`config.mk`:
```
export PLATFORM = sky130hd
export DESIGN_NAME = ahb_sram_responder
export DESIGN_NICKNAME = d
export VERILOG_FILES = /design/src/rtl/ls1u_ahb_pkg.sv /design/src/rtl/ahb_wait_counter.sv /design/src/rtl/ahb_sram_responder.sv
export SDC_FILE = /design/constraint.sdc
export NUM_CORES = 1
export LEC_CHECK = 0
export ABC_AREA = 1
export CORE_MARGIN = 2
export CORE_UTILIZATION = 43
export CTS_BUF_LIST = sky130_fd_sc_hd__clkbuf_4
export CTS_CLUSTER_SIZE = 20
export DETAILED_ROUTE_END_ITERATION = 10
export PLACE_DENSITY = 0.8
export RECOVER_POWER = 50
export SETUP_SLACK_MARGIN = 0.1
export SLEW_MARGIN = 30
export SYNTH_ARGS = -nofsm -noshare
export SYNTH_HDL_FRONTEND = slang
export SYNTH_SLANG_ARGS = --single-unit
```
`constraint.sdc`:
```
create_clock -name clk -period 1.6 [get_ports clk]
set_input_delay 0.24 -clock clk [delete_from_list [all_inputs] [get_ports clk]]
set_output_delay 0.24 -clock clk [all_outputs]
set_load 0.005 [all_outputs]
```
`src/rtl/ls1u_ahb_pkg.sv`:
```
// Shared definitions for the 8-bit system AHB and the SRAM responder state machine.
package ls1u_ahb_pkg;

  localparam logic [1:0] HTRANS_IDLE   = 2'b00;
  localparam logic [1:0] HTRANS_BUSY   = 2'b01;
  localparam logic [1:0] HTRANS_NONSEQ = 2'b10;
  localparam logic [1:0] HTRANS_SEQ    = 2'b11;

  localparam logic HRESP_OKAY  = 1'b0;
  localparam logic HRESP_ERROR = 1'b1;

  localparam logic [2:0] HBURST_SINGLE = 3'd0;
  localparam logic [2:0] HBURST_INCR   = 3'd1;
  localparam logic [2:0] HBURST_WRAP4  = 3'd2;
  localparam logic [2:0] HBURST_INCR4  = 3'd3;
  localparam logic [2:0] HBURST_WRAP8  = 3'd4;
  localparam logic [2:0] HBURST_INCR8  = 3'd5;
  localparam logic [2:0] HBURST_WRAP16 = 3'd6;
  localparam logic [2:0] HBURST_INCR16 = 3'd7;

  // RWAIT holds the extra read wait cycles that follow the single RD access cycle.
  typedef enum logic [2:0] {
    ST_IDLE,
    ST_WWAIT,
    ST_DATA,
    ST_RD,
    ST_RWAIT,
    ST_RDONE,
    ST_ERR1,
    ST_ERR2
  } sram_state_e;

  // True when addr lies in the naturally aligned 2^aw byte window starting at base.
  function automatic logic inWindow(logic [23:0] addr, logic [23:0] base, int aw);
    return (addr >> aw) == (base >> aw);
  endfunction

endpackage

```
`src/rtl/ahb_wait_counter.sv`:
```
// Loadable down-counter that times the wait states of a data phase.
module ahb_wait_counter #(
  parameter int WIDTH = 4
) (
  input  logic             clk,
  input  logic             rst,
  input  logic             load_i,
  input  logic [WIDTH-1:0] loadValue_i,
  input  logic             dec_i,
  output logic             done_o
);

  logic [WIDTH-1:0] countQ, countD;

  // Load takes priority over decrement; the counter parks at zero.
  always_comb begin
    countD = countQ;
    if (load_i) begin
      countD = loadValue_i;
    end else if (dec_i && (countQ != '0)) begin
      countD = countQ - 1'b1;
    end
  end

  // Count register.
  always_ff @(posedge clk) begin
    if (rst) begin
      countQ <= '0;
    end else begin
      countQ <= countD;
    end
  end

  assign done_o = (countQ == '0);

endmodule

```
`src/rtl/ahb_sram_responder.sv`:
```
// AHB responder mapping one address window onto a 1-cycle-latency single-port SRAM.
module ahb_sram_responder
  import ls1u_ahb_pkg::*;
#(
  parameter logic [23:0] BASE        = 24'h000000,
  parameter int          ADDR_W      = 16,
  parameter int          WAIT_STATES = 0,
  parameter bit          READ_ONLY   = 1'b0
) (
  input  logic              clk,
  input  logic              rst,
  input  logic              hsel,
  input  logic [23:0]       haddr,
  input  logic              hwrite,
  input  logic [2:0]        hburst,
  input  logic [1:0]        htrans,
  input  logic [7:0]        hwdata,
  output logic              hready,
  output logic              hresp,
  output logic [7:0]        hrdata,
  output logic              ram_en,
  output logic              ram_we,
  output logic [ADDR_W-1:0] ram_addr,
  output logic [7:0]        ram_wdata,
  input  logic [7:0]        ram_rdata
);

  localparam bit         HAS_WAIT  = (WAIT_STATES > 0);
  localparam logic [3:0] WAIT_LOAD = 4'(WAIT_STATES - 1);

  sram_state_e       stateQ, stateD;
  logic [ADDR_W-1:0] addrQ, addrD;
  logic              rdCaptureQ;
  logic [7:0]        rdBufQ;
  logic [7:0]        hrdataQ;
  logic              cntLoad, cntDec, cntDone;
  logic              transStart, transErr;

  assign transStart = hsel && htrans[1];
  assign transErr   = !inWindow(haddr, BASE, ADDR_W) || (READ_ONLY && hwrite);

  ahb_wait_counter #(.WIDTH(4)) waitCounter (
    .clk         (clk),
    .rst         (rst),
    .load_i      (cntLoad),
    .loadValue_i (WAIT_LOAD),
    .dec_i       (cntDec),
    .done_o      (cntDone)
  );

  // Next-state logic; every hready=1 state doubles as an address phase for the next transfer.
  always_comb begin
    stateD  = stateQ;
    addrD   = addrQ;
    cntLoad = 1'b0;
    cntDec  = 1'b0;
    case (stateQ)
      ST_WWAIT: begin
        if (cntDone) stateD = ST_DATA;
        else         cntDec = 1'b1;
      end
      ST_RD: begin
        if (HAS_WAIT) begin
          stateD  = ST_RWAIT;
          cntLoad = 1'b1;
        end else begin
          stateD = ST_RDONE;
        end
      end
      ST_RWAIT: begin
        if (cntDone) stateD = ST_RDONE;
        else         cntDec = 1'b1;
      end
      ST_ERR1: stateD = ST_ERR2;
      default: begin
        stateD = ST_IDLE;
        if (transStart) begin
          if (transErr) begin
            stateD = ST_ERR1;
          end else begin
            addrD = haddr[ADDR_W-1:0];
            if (!hwrite) begin
              stateD = ST_RD;
            end else if (HAS_WAIT) begin
              stateD  = ST_WWAIT;
              cntLoad = 1'b1;
            end else begin
              stateD = ST_DATA;
            end
          end
        end
      end
    endcase
  end

  // State and read-data registers; a reset mid-transfer simply abandons it.
  always_ff @(posedge clk) begin
    if (rst) begin
      stateQ     <= ST_IDLE;
      addrQ      <= '0;
      rdCaptureQ <= 1'b0;
      rdBufQ     <= '0;
      hrdataQ    <= '0;
    end else begin
      stateQ     <= stateD;
      addrQ      <= addrD;
      rdCaptureQ <= (stateQ == ST_RD);
      if (rdCaptureQ) rdBufQ <= ram_rdata;
      if (stateQ == ST_RDONE) hrdataQ <= hrdata;
    end
  end

  assign hready    = !((stateQ == ST_WWAIT) || (stateQ == ST_RD) ||
                       (stateQ == ST_RWAIT) || (stateQ == ST_ERR1));
  assign hresp     = ((stateQ == ST_ERR1) || (stateQ == ST_ERR2)) ? HRESP_ERROR : HRESP_OKAY;
  assign ram_en    = (stateQ == ST_DATA) || (stateQ == ST_RD);
  assign ram_we    = (stateQ == ST_DATA);
  assign ram_addr  = ram_en ? addrQ : '0;
  assign ram_wdata = ram_we ? hwdata : '0;

  // With no extra waits the SRAM output lands exactly in RDONE, otherwise it was buffered earlier.
  assign hrdata = (stateQ == ST_RDONE) ? (rdCaptureQ ? ram_rdata : rdBufQ) : hrdataQ;

  // A SEQ beat only makes sense inside a multi-beat burst.
  seqNeedsBurst: assert property (@(posedge clk) disable iff (rst)
    (hsel && hready && (htrans == HTRANS_SEQ)) |-> (hburst != HBURST_SINGLE));

endmodule
```
Word-level counts from Yosys, hierarchy flattened
Cells that the tools add are included.
{"block": "totals", "word_cells": 45, "output_inout_bits": 36, "input_bits": 49, "reg_bits": 40}
{"block": "classes", "n_eq_ne": 9, "n_mux": 13, "n_reduce_logical": 15, "addsub": 1, "bitwise_logic": 1}
{"operator": "$logic_not 24->1", "count": 1}
{"operator": "$mux 8", "count": 3}
{"operator": "$mux 16", "count": 1}
{"operator": "$eq 3x3->1 const B", "count": 4}
{"operator": "$mux 3", "count": 4}
{"operator": "$pmux 3 s4", "count": 1}
{"operator": "$eq 3x2->1 const B", "count": 2}
{"operator": "$logic_or 1x1->1", "count": 5}
{"operator": "$logic_not 4->1", "count": 1}
{"operator": "$mux 1", "count": 4}
{"operator": "$ne 2x2->1 const B", "count": 2}
{"operator": "$reduce_bool 4->1", "count": 1}
{"operator": "$reduce_or 4->1", "count": 1}
{"operator": "$sub 4x1->4 const B", "count": 1}
{"operator": "$eq 3x1->1 const B", "count": 1}
{"operator": "$reduce_and 3->1", "count": 1}
{"operator": "$logic_and 1x1->1", "count": 2}
{"operator": "$reduce_and 2->1", "count": 1}
{"operator": "$reduce_or 2->1", "count": 1}
{"operator": "$logic_not 1->1", "count": 1}
{"operator": "$not 1->1", "count": 1}

Logic depth before layout (Yosys ltp)
Gate-level depths: netlist of run 1.
{"block": "depth", "ltp_word": 5, "ltp_mapped": 9, "mapped_depth_nobuf": 8}

Modules after synthesis
Synthesis of run 1 repeated with hierarchy kept, for this count alone.
{"block": "hier_totals", "cells_unflattened": 288, "hier_area_um2": 2008.2}
{"mod": "ahb_sram_responder", "instances": 1, "area_per_inst_um2": 1734.2, "seq_area_each_um2": 720.7, "cells_each": 247}
{"mod": "ahb_wait_counter", "instances": 1, "area_per_inst_um2": 274.0, "seq_area_each_um2": 80.1, "cells_each": 41}

Worst setup path before layout of run 1
Ideal clock, no wire load.
{"block": "synth_timing", "path_type": "reg2out", "from": "register stateQ[2]", "to": "output port ram_wdata[0]", "n_path_buf": 1, "stages_incl_launch_ff": 7, "required_time_ns": 1.360, "arrival_time_ns": 1.026, "slack_ns": 0.334, "cell_sequence": "dfxtp_1 inv_2 nand2_1 buf_2 nor2_1 inv_1 nor2_1"}
{"block": "synth_between", "elab_chain_len": 2}
{"item": "from (decl)", "line": "ahb_sram_responder.sv:31", "text": "sram_state_e stateQ, stateD;"}
{"item": "from (signal assigned)", "line": "ahb_sram_responder.sv:105", "text": "stateQ <= stateD;"}
{"item": "$eq 3x2->1", "line": "ahb_sram_responder.sv:117", "text": "assign ram_we = (stateQ == ST_DATA);"}
{"item": "net ram_we", "line": "ahb_sram_responder.sv:22", "text": "output logic ram_we,"}
{"item": "$mux 8", "line": "ahb_sram_responder.sv:119", "text": "assign ram_wdata = ram_we ? hwdata : '0;"}
{"item": "to (decl)", "line": "ahb_sram_responder.sv:24", "text": "output logic [7:0] ram_wdata,"}
The timed path passes the listed nets, and every way through them passes these cells.

Worst setup path in the final report of run 1
{"block": "layout_timing", "from": "register stateQ[1]", "to": "output port hrdata[6]"}
{"block": "layout_between", "elab_chain_len": 2}
{"item": "$eq 3x3->1", "line": "ahb_sram_responder.sv:122", "text": "assign hrdata = (stateQ == ST_RDONE) ? (rdCaptureQ ? ram_rdata : rdBufQ) : hrdataQ;"}
{"item": "$mux 8", "line": "ahb_sram_responder.sv:122"}
{"item": "to (decl)", "line": "ahb_sram_responder.sv:20", "text": "output logic [7:0] hrdata,"}
No other way between the ends.

==> results.sh, run 1 <==
export IMPL_path_cells="inv_4, nand3_4, buf_6, buf_8, nand2_2, o21ai_4, buf_2"
export IMPL_finalCritPeriodShare_pct=103
export IMPL_grt_max_degree=22
export IMPL_power_mw=1.91
export IMPL_overflow=0
export IMPL_hp_class="in -> reg"
export IMPL_maxCapViolCount=0
export IMPL_place_port_buffers=80
export IMPL_final_max_slew_violation_count=0
export IMPL_syn_nets=327
export IMPL_cts_hold_buf=0
export IMPL_cp_start_kind="flop"
export IMPL_rsz0062_at_grt="true"
export IMPL_n_fill_cell=307
export IMPL_start_util_pct=45.7
export IMPL_synthCells=277
export IMPL_viasPerCell=4.71
export IMPL_clk_pin_slew_worst_paths_ns=0.12
export IMPL_hpwl_mm=3.42
export IMPL_yosysWarnings=0
export IMPL_p_per_area_nw_per_um2=610
export IMPL_slew_headroom_pct=70.0
export IMPL_cts_tree="built"
export IMPL_dp_cells=419
export IMPL_critPathKind="reg -> out"
export IMPL_wl_per_cell_um=11.6
export IMPL_die_width_um=69.9
export IMPL_worst_pin_slew_ns=0.449
export IMPL_area_growth_pct=67.7
export IMPL_fin_cells=435
export IMPL_layout_commonest_cell="nand2_1"
export IMPL_dieArea_um2=4890
export IMPL_finalSetupViolCount=4
export IMPL_nets=435
export IMPL_grt_total_usage_pct=21.2
export IMPL_dr_total_vias=2050
export IMPL_syn_avg_cell_area_um2=6.75
export IMPL_violations="negative setup slack"
export IMPL_cts_sinks=40
export IMPL_postRouteAntennaNets=0
export IMPL_path_buf_inv=4
export IMPL_gp_congestion=0.855
export IMPL_critPathMaxFanout=6
export IMPL_top_layer="met4"
export IMPL_cp_data_required_time_ns=1.36
export IMPL_core_um2=4090
export IMPL_power_leakage_nw=1.30
export IMPL_ys_types=22
export IMPL_firstDrtPassIters=4
export IMPL_netlist_area_um2=1870
export IMPL_grt_pass1_wl_mm=8.47
export IMPL_ios=85
export IMPL_clk_latency_ns=0.35
export IMPL_antenna_found_initial=0
export IMPL_fin_skew_ns=0.0141
export IMPL_ff2ff_setup_slack_ns=0.22
export IMPL_wl_mm=5.07
export IMPL_vdd_drop_max_v=0.000392
export IMPL_grt_pass1_vias=1979
export IMPL_first_iter_violations=70
export IMPL_wl_met2_mm=2.68
export IMPL_ys_ff_latch=40
export IMPL_crit_family="buffers and inverters"
export IMPL_cp_slowest_cell="dfxtp_4"
export IMPL_yosysSeqAreaShare_pct=42.8
export IMPL_arrival_ns=1.40
export IMPL_worst_path_largest_cell_delay_ns=0.39
export IMPL_drc=0
export IMPL_hold_violations=0
export IMPL_cp_end_kind="output pin"
export IMPL_cts_max_path_buffers=2
export IMPL_cts_htree_levels=2
export IMPL_m1WireLength_mm=1.99
export IMPL_rows=23
export IMPL_root_buffer="clkbuf_4"
export IMPL_dr_wl_met3_um=320
export IMPL_timing_fmax_mhz=609
export IMPL_layout_common_cells="nand2_1 (44), clkdlybuf4s50_1 (43), inv_1 (41)"
export IMPL_drive_above_1_share_pct=31.9
export IMPL_setup_slack_ns=-0.0424
export IMPL_period_needed_ns=1.64
export IMPL_status="finished, violations left"
export IMPL_cts_buffers=5
export IMPL_diodes=0
export IMPL_die_height_um=69.9
==> cell families (layout without fill, tap and decap cells) <==
logic type | after synthesis | count (layout) | synth area share, %
AOI/OAI and AO/OA | 40 | 40 | 10.7
adders and majority gates | 1 | 1 | 0.669
and+or+nand+nor | 137 | 137 | 31.0
xor gates and xnor gates | 1 | 1 | 0.469
buffers and inverters | 58 | 166 | 14.3
DFF | 40 | 40 | 42.8
==> synthesized netlist by cell type <==
cell	count	area (µm²)
buf_12	1	20.0
inv_2	1	3.75
nand2_1	55	206
o21ai_0	16	80.1
buf_2	4	20.0
inv_1	44	165
and2_1	8	50.1
nand3_1	22	110
ha_1	1	12.5
buf_4	1	7.51
clkbuf_8	1	13.8
xor2_1	1	8.76
nor2_2	2	12.5
clkbuf_1	4	15.0
nor2_1	44	165
nand3b_1	1	7.51
buf_6	2	22.5
a21oi_1	22	110
nand2_2	2	12.5
o21ai_1	2	10.0
dfxtp_1	40	801
nor3_1	3	15.0
==> layer usage <==
| layer | up-vias | track usage (%) |
|---|---|---|
| met5 | - | 0 |
| met3 | 8 | 4.91 |
| met2 | 56 | 39.7 |
| li1 | 1063 | - |
| met4 | 0 | 8.33 |
| met1 | 923 | 22.9 |
==> what timing repair did <==
action	in CTS	in global routing
gates cloned	1	0
resized for setup	178	33
setup endpoints to repair	36	45
pin swaps	10	4
buffers inserted	8	1
==> per-stage QoR <==
step / setup WS [ns] / setup TNS, ns / utilization (%) / instance area [µm²] / hold WS [ns]
floorplan: 0.334 / 0 / - / 1870 / 0.405
global placement: -0.315 / -2.00 / 69.4 / 2830 / 0.447
detailed placement: -0.300 / -2.11 / 69.4 / 2830 / 0.452
CTS: -0.0457 / -0.226 / 74.1 / 3030 / 0.442
global route: -0.103 / -1.30 / 76.7 / 3140 / 0.461
finish: -0.0424 / -0.0942 / 76.7 / 3140 / 0.455
==> worst reg2reg max path: cells and delay by family, from the launching register on <==
family,cells,cell delay (ns)
and+or+nand+nor,6,0.53
DFF,1,0.40
buffers and inverters,4,0.37
==> registers in the layout (all words and copies together), names as in the netlist <==
signal,count
stateQ,3
rdCaptureQ,1
hrdataQ,8
addrQ,16
waitCounter.countQ,4
rdBufQ,8
==> final cells by class <==
| cell class | count | area [µm²] | area share (%) |
|---|---|---|---|
| clock inverter | 1 | 5.00 | 0.160 |
| multi-input combinational | 179 | 990 | 31.6 |
| timing repair buffer | 114 | 1040 | 33.3 |
| clock buffer | 6 | 45.0 | 1.44 |
| sequential | 40 | 816 | 26.0 |
| inverter | 45 | 174 | 5.55 |
| tap | 50 | 62.6 | 2.00 |
==> power breakdown <==
part           internal [mW]  total (mW)  switching (mW)  leakage [nW]
Clock                  0.179       0.485           0.306        0.0315
Combinational          0.222       0.404           0.182         0.941
Sequential              1.01        1.02          0.0162         0.325
==> worst paths after layout <==
kind	depth (start not counted)	to	from
worst min register to register	2	addrQ[11]$_SDFFE_PP0P_	addrQ[11]$_SDFFE_PP0P_
worst max-delay path	7	hrdata[6]	stateQ[1]$_SDFFE_PP0P_
worst min-delay path	3	addrQ[15]$_SDFFE_PP0P_	haddr[15]
worst max register to register	10	waitCounter.countQ[1]$_SDFFE_PP0P_	stateQ[1]$_SDFFE_PP0P_
No activity file was read; power rests on OpenSTA's default activity.
==> run 2, diff against run 1 <==
==> constraint.sdc (replaced) <==
create_clock -name clk -period 1.6 [get_ports clk]
set_input_delay 0.32 -clock clk [delete_from_list [all_inputs] [get_ports clk]]
set_output_delay 0.32 -clock clk [all_outputs]
set_load 0.005 [all_outputs]
==> results.sh, run 2 (synthesized netlist as in run 1, its figures left out) <==
export IMPL_dieArea_um2=4890
export IMPL_p_per_area_nw_per_um2=618
export IMPL_postRouteAntennaNets=0
export IMPL_cp_start_kind="flop"
export IMPL_grt_pass1_vias=2055
export IMPL_cts_htree_levels=2
export IMPL_start_util_pct=45.7
export IMPL_cp_data_required_time_ns=1.28
export IMPL_largest_register="addrQ"
export IMPL_drc=0
export IMPL_critPathMaxFanout=7
export IMPL_reg_largest_list="addrQ x16, hrdataQ x8, rdBufQ x8"
export IMPL_rows=23
export IMPL_cts_max_path_buffers=2
export IMPL_grt_total_usage_pct=22.1
export IMPL_fin_setup_tns_ns=-3.02
export IMPL_finalCritPeriodShare_pct=113
export IMPL_r2r_start="stateQ[2]$_SDFFE_PP0P_"
export IMPL_dp_cells=419
export IMPL_hp_class="reg -> reg"
export IMPL_hpwl_mm=3.42
export IMPL_power_mw=2.11
export IMPL_wl_per_cell_um=15.7
export IMPL_timing_fmax_mhz=551
export IMPL_area_growth_pct=82.5
export IMPL_violations="negative setup slack"
export IMPL_dp_slack_ns=-0.462
export IMPL_rsz0062_at_grt="true"
export IMPL_fin_util_pct=83.5
export IMPL_first_iter_violations=131
export IMPL_arrival_ns=1.49
export IMPL_worst_pin_slew_ns=0.553
export IMPL_clk_latency_ns=0.38
export IMPL_diodes=0
export IMPL_layout_commonest_cell="clkdlybuf4s50_1"
export IMPL_status="finished, violations left"
export IMPL_nets=448
export IMPL_viasPerCell=5.12
export IMPL_firstDrtPassIters=4
export IMPL_root_buffer="clkbuf_4"
export IMPL_reg2regPathDepth=10
export IMPL_dr_total_vias=2294
export IMPL_cts_tree="built"
export IMPL_power_leakage_nw=1.43
export IMPL_min_to="addrQ[10]$_SDFFE_PP0P_"
export IMPL_die_height_um=69.9
export IMPL_layout_common_cells="clkdlybuf4s50_1 (43), inv_1 (40), dfxtp_1 (36)"
export IMPL_whs_path_depth=2
export IMPL_cts_hold_buf=0
export IMPL_overflow=0
export IMPL_period_needed_ns=1.81
export IMPL_finalSetupViolCount=29
export IMPL_cts_buffers=5
export IMPL_r2r_end="addrQ[0]$_SDFFE_PP0P_"
export IMPL_holdCritStartpoint="addrQ[10]$_SDFFE_PP0P_"
export IMPL_grt_pass1_wl_mm=8.83
export IMPL_ff2ff_setup_slack_ns=0.03
export IMPL_hold_violations=0
export IMPL_antenna_found_initial=0
export IMPL_place_port_buffers=80
export IMPL_setup_slack_ns=-0.214
export IMPL_drive_above_1_share_pct=42.2
export IMPL_critPathKind="reg -> out"
export IMPL_core_um2=4090
export IMPL_cts_sinks=40
export IMPL_gp_congestion=0.855
export IMPL_clk_pin_slew_worst_paths_ns=0.13
export IMPL_maxCapViolCount=0
export IMPL_vdd_drop_max_v=0.000354
export IMPL_grt_max_degree=22
export IMPL_final_max_slew_violation_count=0
export IMPL_ios=85
export IMPL_fin_cells=448
export IMPL_die_width_um=69.9
export IMPL_wl_mm=7.04
export IMPL_fin_skew_ns=0.0120
export IMPL_slew_headroom_pct=63.1
export IMPL_largest_reg_flops=16
export IMPL_cp_end_kind="output pin"
export IMPL_crit_start="stateQ[2]$_SDFFE_PP0P_"
## run 2: changes by cell type in the layout (fill, tap and decap cells not counted), sizes merged
cell	previous run	this run
clkdlybuf4s15	13	0
clkbuf	7	9
dlygate4sd2	3	0
buf	53	80
## run 2: repair_timing
item / 4_1_cts / 5_1_grt
buffers inserted: 13 / 7
endpoints found under the setup margin: 36 / 54
gates cloned: 1 / 3
gates resized for setup: 212 / 83
hold endpoints to repair: 0 / 0
pin swaps: 10 / 10
## run 2: power by group
group	total [mW]	leakage, nW	internal [mW]	switching (mW)
Sequential	1.03	0.325	1.01	0.0209
Clock	0.520	0.0315	0.179	0.341
Combinational	0.561	1.07	0.302	0.258
## run 2: worst max-delay path: stages (launching register included)
cell     delay (ns)
dfxtp_4        0.39
inv_4          0.08
nand2_8        0.08
nor2_4         0.12
inv_2          0.06
buf_8          0.14
nor2_1         0.11
buf_2          0.13
## run 2: layer usage
metal | global-route usage, % | wire length, µm | vias up
met5 | 0 | 0 | -
met4 | 6.84 | 217 | 0
met3 | 5.77 | 435 | 20
met2 | 41.4 | 3760 | 102
met1 | 24.1 | 2620 | 1075
li1 | - | - | 1097
## run 2: final cells by class
class,count,area [µm²]
clock buffer,6,45.0
timing repair buffer,127,1140
fill,238,676
tap,50,62.6
inverter,45,176
multi-input combinational,179,1170
sequential,40,813
clock inverter,1,5.00
## run 2: how the worst max path moves through the flow
stage / end / cells after the start / slack, ns
global placement: hrdata[6] / 6 / -0.47
global route: ram_wdata[7] / 7 / -0.24
floorplan: ram_wdata[0] / 6 / 0.25
detailed placement: hrdata[6] / 6 / -0.46
finish: ram_wdata[7] / 7 / -0.21
CTS: hrdata[7] / 6 / -0.14
## run 2: per-stage QoR
step,instance area (µm²),hold WS [ns]
2_1_floorplan,1870,0.439
3_3_place_gp,2830,0.447
3_5_place_dp,2830,0.452
4_1_cts,3010,0.468
5_1_grt,3410,0.493
6_report,3410,0.472
==> run 3, diff against run 2 <==
- CORE_UTILIZATION: 43 -> 35
- PLACE_DENSITY: 0.8 -> 0.66
==> results.sh, run 3 (synthesized netlist as in run 1, its figures left out) <==
export IMPL_fin_util_pct=64.4
export IMPL_largest_reg_flops=16
export IMPL_grt_max_degree=20
export IMPL_r2r_end="stateQ[0]$_SDFFE_PP0P_"
export IMPL_cp_start_kind="flop"
export IMPL_dpl_instance_area_um2=2860
export IMPL_reg2regPathDepth=8
export IMPL_setup_slack_ns=-0.154
export IMPL_power_leakage_nw=1.40
export IMPL_viasPerCell=4.58
export IMPL_cp_end_kind="output pin"
export IMPL_design_area_um2=3310
export IMPL_vdd_drop_max_v=0.000340
export IMPL_overflow=0
export IMPL_firstDrtPassIters=4
export IMPL_hold_violations=0
export IMPL_wl_mm=5.60
export IMPL_drive_above_1_share_pct=37.8
export IMPL_postRouteAntennaNets=0
export IMPL_largest_register="addrQ"
export IMPL_gp_congestion=0.698
export IMPL_hp_class="reg -> reg"
export IMPL_fin_skew_ns=0.00340
export IMPL_cts_hold_buf=0
export IMPL_min_to="addrQ[12]$_SDFFE_PP0P_"
export IMPL_cts_max_path_buffers=2
export IMPL_drc=0
export IMPL_rows=26
export IMPL_period_needed_ns=1.75
export IMPL_holdCritStartpoint="addrQ[12]$_SDFFE_PP0P_"
export IMPL_final_max_slew_violation_count=0
export IMPL_ff2ff_setup_slack_ns=0.15
export IMPL_wl_per_cell_um=11.9
export IMPL_dieArea_um2=5940
export IMPL_hpwl_mm=3.43
export IMPL_slew_headroom_pct=77.1
export IMPL_die_width_um=77.1
export IMPL_antenna_found_initial=0
export IMPL_fin_cells=469
export IMPL_grt_pass1_vias=2013
export IMPL_grt_pass1_wl_mm=8.83
export IMPL_start_util_pct=36.4
export IMPL_root_buffer="clkbuf_4"
export IMPL_violations="negative setup slack"
export IMPL_finalCritPeriodShare_pct=110
export IMPL_area_growth_pct=77.2
export IMPL_nets=449
export IMPL_rsz0062_at_grt="true"
export IMPL_layout_common_cells="clkdlybuf4s50_1 (44), nand2_1 (42), inv_1 (38)"
export IMPL_layout_commonest_cell="clkdlybuf4s50_1"
export IMPL_cts_sinks=40
export IMPL_critPathMaxFanout=8
export IMPL_grt_total_usage_pct=18.1
export IMPL_timing_fmax_mhz=570
export IMPL_cts_htree_levels=2
export IMPL_maxCapViolCount=0
export IMPL_finalSetupViolCount=21
export IMPL_dr_total_vias=2147
export IMPL_first_iter_violations=52
export IMPL_cts_tree="built"
export IMPL_dp_cells=439
export IMPL_p_per_area_nw_per_um2=618
export IMPL_arrival_ns=1.43
export IMPL_die_height_um=77.1
export IMPL_worst_pin_slew_ns=0.341
export IMPL_place_port_buffers=80
export IMPL_diodes=0
export IMPL_core_um2=5140
export IMPL_whs_path_depth=2
export IMPL_clk_pin_slew_worst_paths_ns=0.11
export IMPL_reg_largest_list="addrQ x16, hrdataQ x8, rdBufQ x8"
export IMPL_cp_data_required_time_ns=1.28
export IMPL_status="finished, violations left"
export IMPL_cts_buffers=5
export IMPL_ios=85
export IMPL_clk_latency_ns=0.34
export IMPL_critPathKind="reg -> out"
export IMPL_r2r_start="stateQ[2]$_SDFFE_PP0P_"
[run 3: changes by cell type in the layout (fill, tap and decap cells not counted), sizes merged]
cell	previous run	this run
buf	80	84
clkbuf	9	5
clkdlybuf4s50	43	44
clkinv	1	2
dlygate4sd3	1	0
[run 3: routing by layer]
layer  part of all wire [%]  routed length, µm  vias to the layer above  global-route usage, %
met5                      0                  0                        -                      0
met4                    1.2                 70                        0                   5.89
met3                    5.4                305                        7                   4.47
met2                     52               2920                       67                   33.5
met1                     41               2310                      978                   20.3
li1                       -                  -                     1095                      -
[run 3: timing repair]
item | 4_1_cts | 5_1_grt
cloned | 1 | 0
setup endpoints to repair | 36 | 41
setup buffers | 16 | 11
pin swaps | 15 | 13
gates resized for setup | 213 | 57
[run 3: layout make-up]
type                            count  area [µm²]
Multi-Input combinational cell    179        1100
Inverter                           45         174
Fill cell                         486        1830
Sequential cell                    40         811
Clock inverter                      2        7.51
Timing Repair Buffer              128        1100
Clock buffer                        5        37.5
Tap cell                           70        87.6
[run 3: worst max path at each step]
stage                                       from      endpoint  slack, ns
final                     stateQ[1]$_SDFFE_PP0P_     hrdata[6]      -0.15
after CTS                 stateQ[1]$_SDFFE_PP0P_     hrdata[6]      -0.14
after global placement              ram_rdata[6]     hrdata[6]      -0.48
after floorplan           stateQ[2]$_SDFFE_PP0P_  ram_wdata[0]       0.25
after global routing      stateQ[1]$_SDFFE_PP0P_     hrdata[2]      -0.22
after detailed placement            ram_rdata[6]     hrdata[6]      -0.47
[run 3: power breakdown]
group	internal (mW)	switching [mW]
registers	1.01	0.0105
logic	0.311	0.250
clock network	0.154	0.314
[run 3: critical path, cell delays in order (launching register included)]
cell and delay [ns]:
dfxtp_4 0.38, buf_6 0.12, inv_4 0.05, nand3_4 0.10, buf_16 0.18, o21ai_4 0.13
buf_2 0.13
[run 3: metrics by stage]
stage | setup slack [ns] | hold WS (ns) | total power, mW | setup TNS (ns)
finish | -0.154 | 0.463 | 2.05 | -1.59
detailed placement | -0.469 | 0.450 | 1.39 | -4.49
floorplan | 0.254 | 0.439 | 1.17 | 0
global placement | -0.476 | 0.448 | 1.39 | -4.34
CTS | -0.140 | 0.468 | 1.96 | -1.49
global route | -0.221 | 0.487 | 2.16 | -4.27
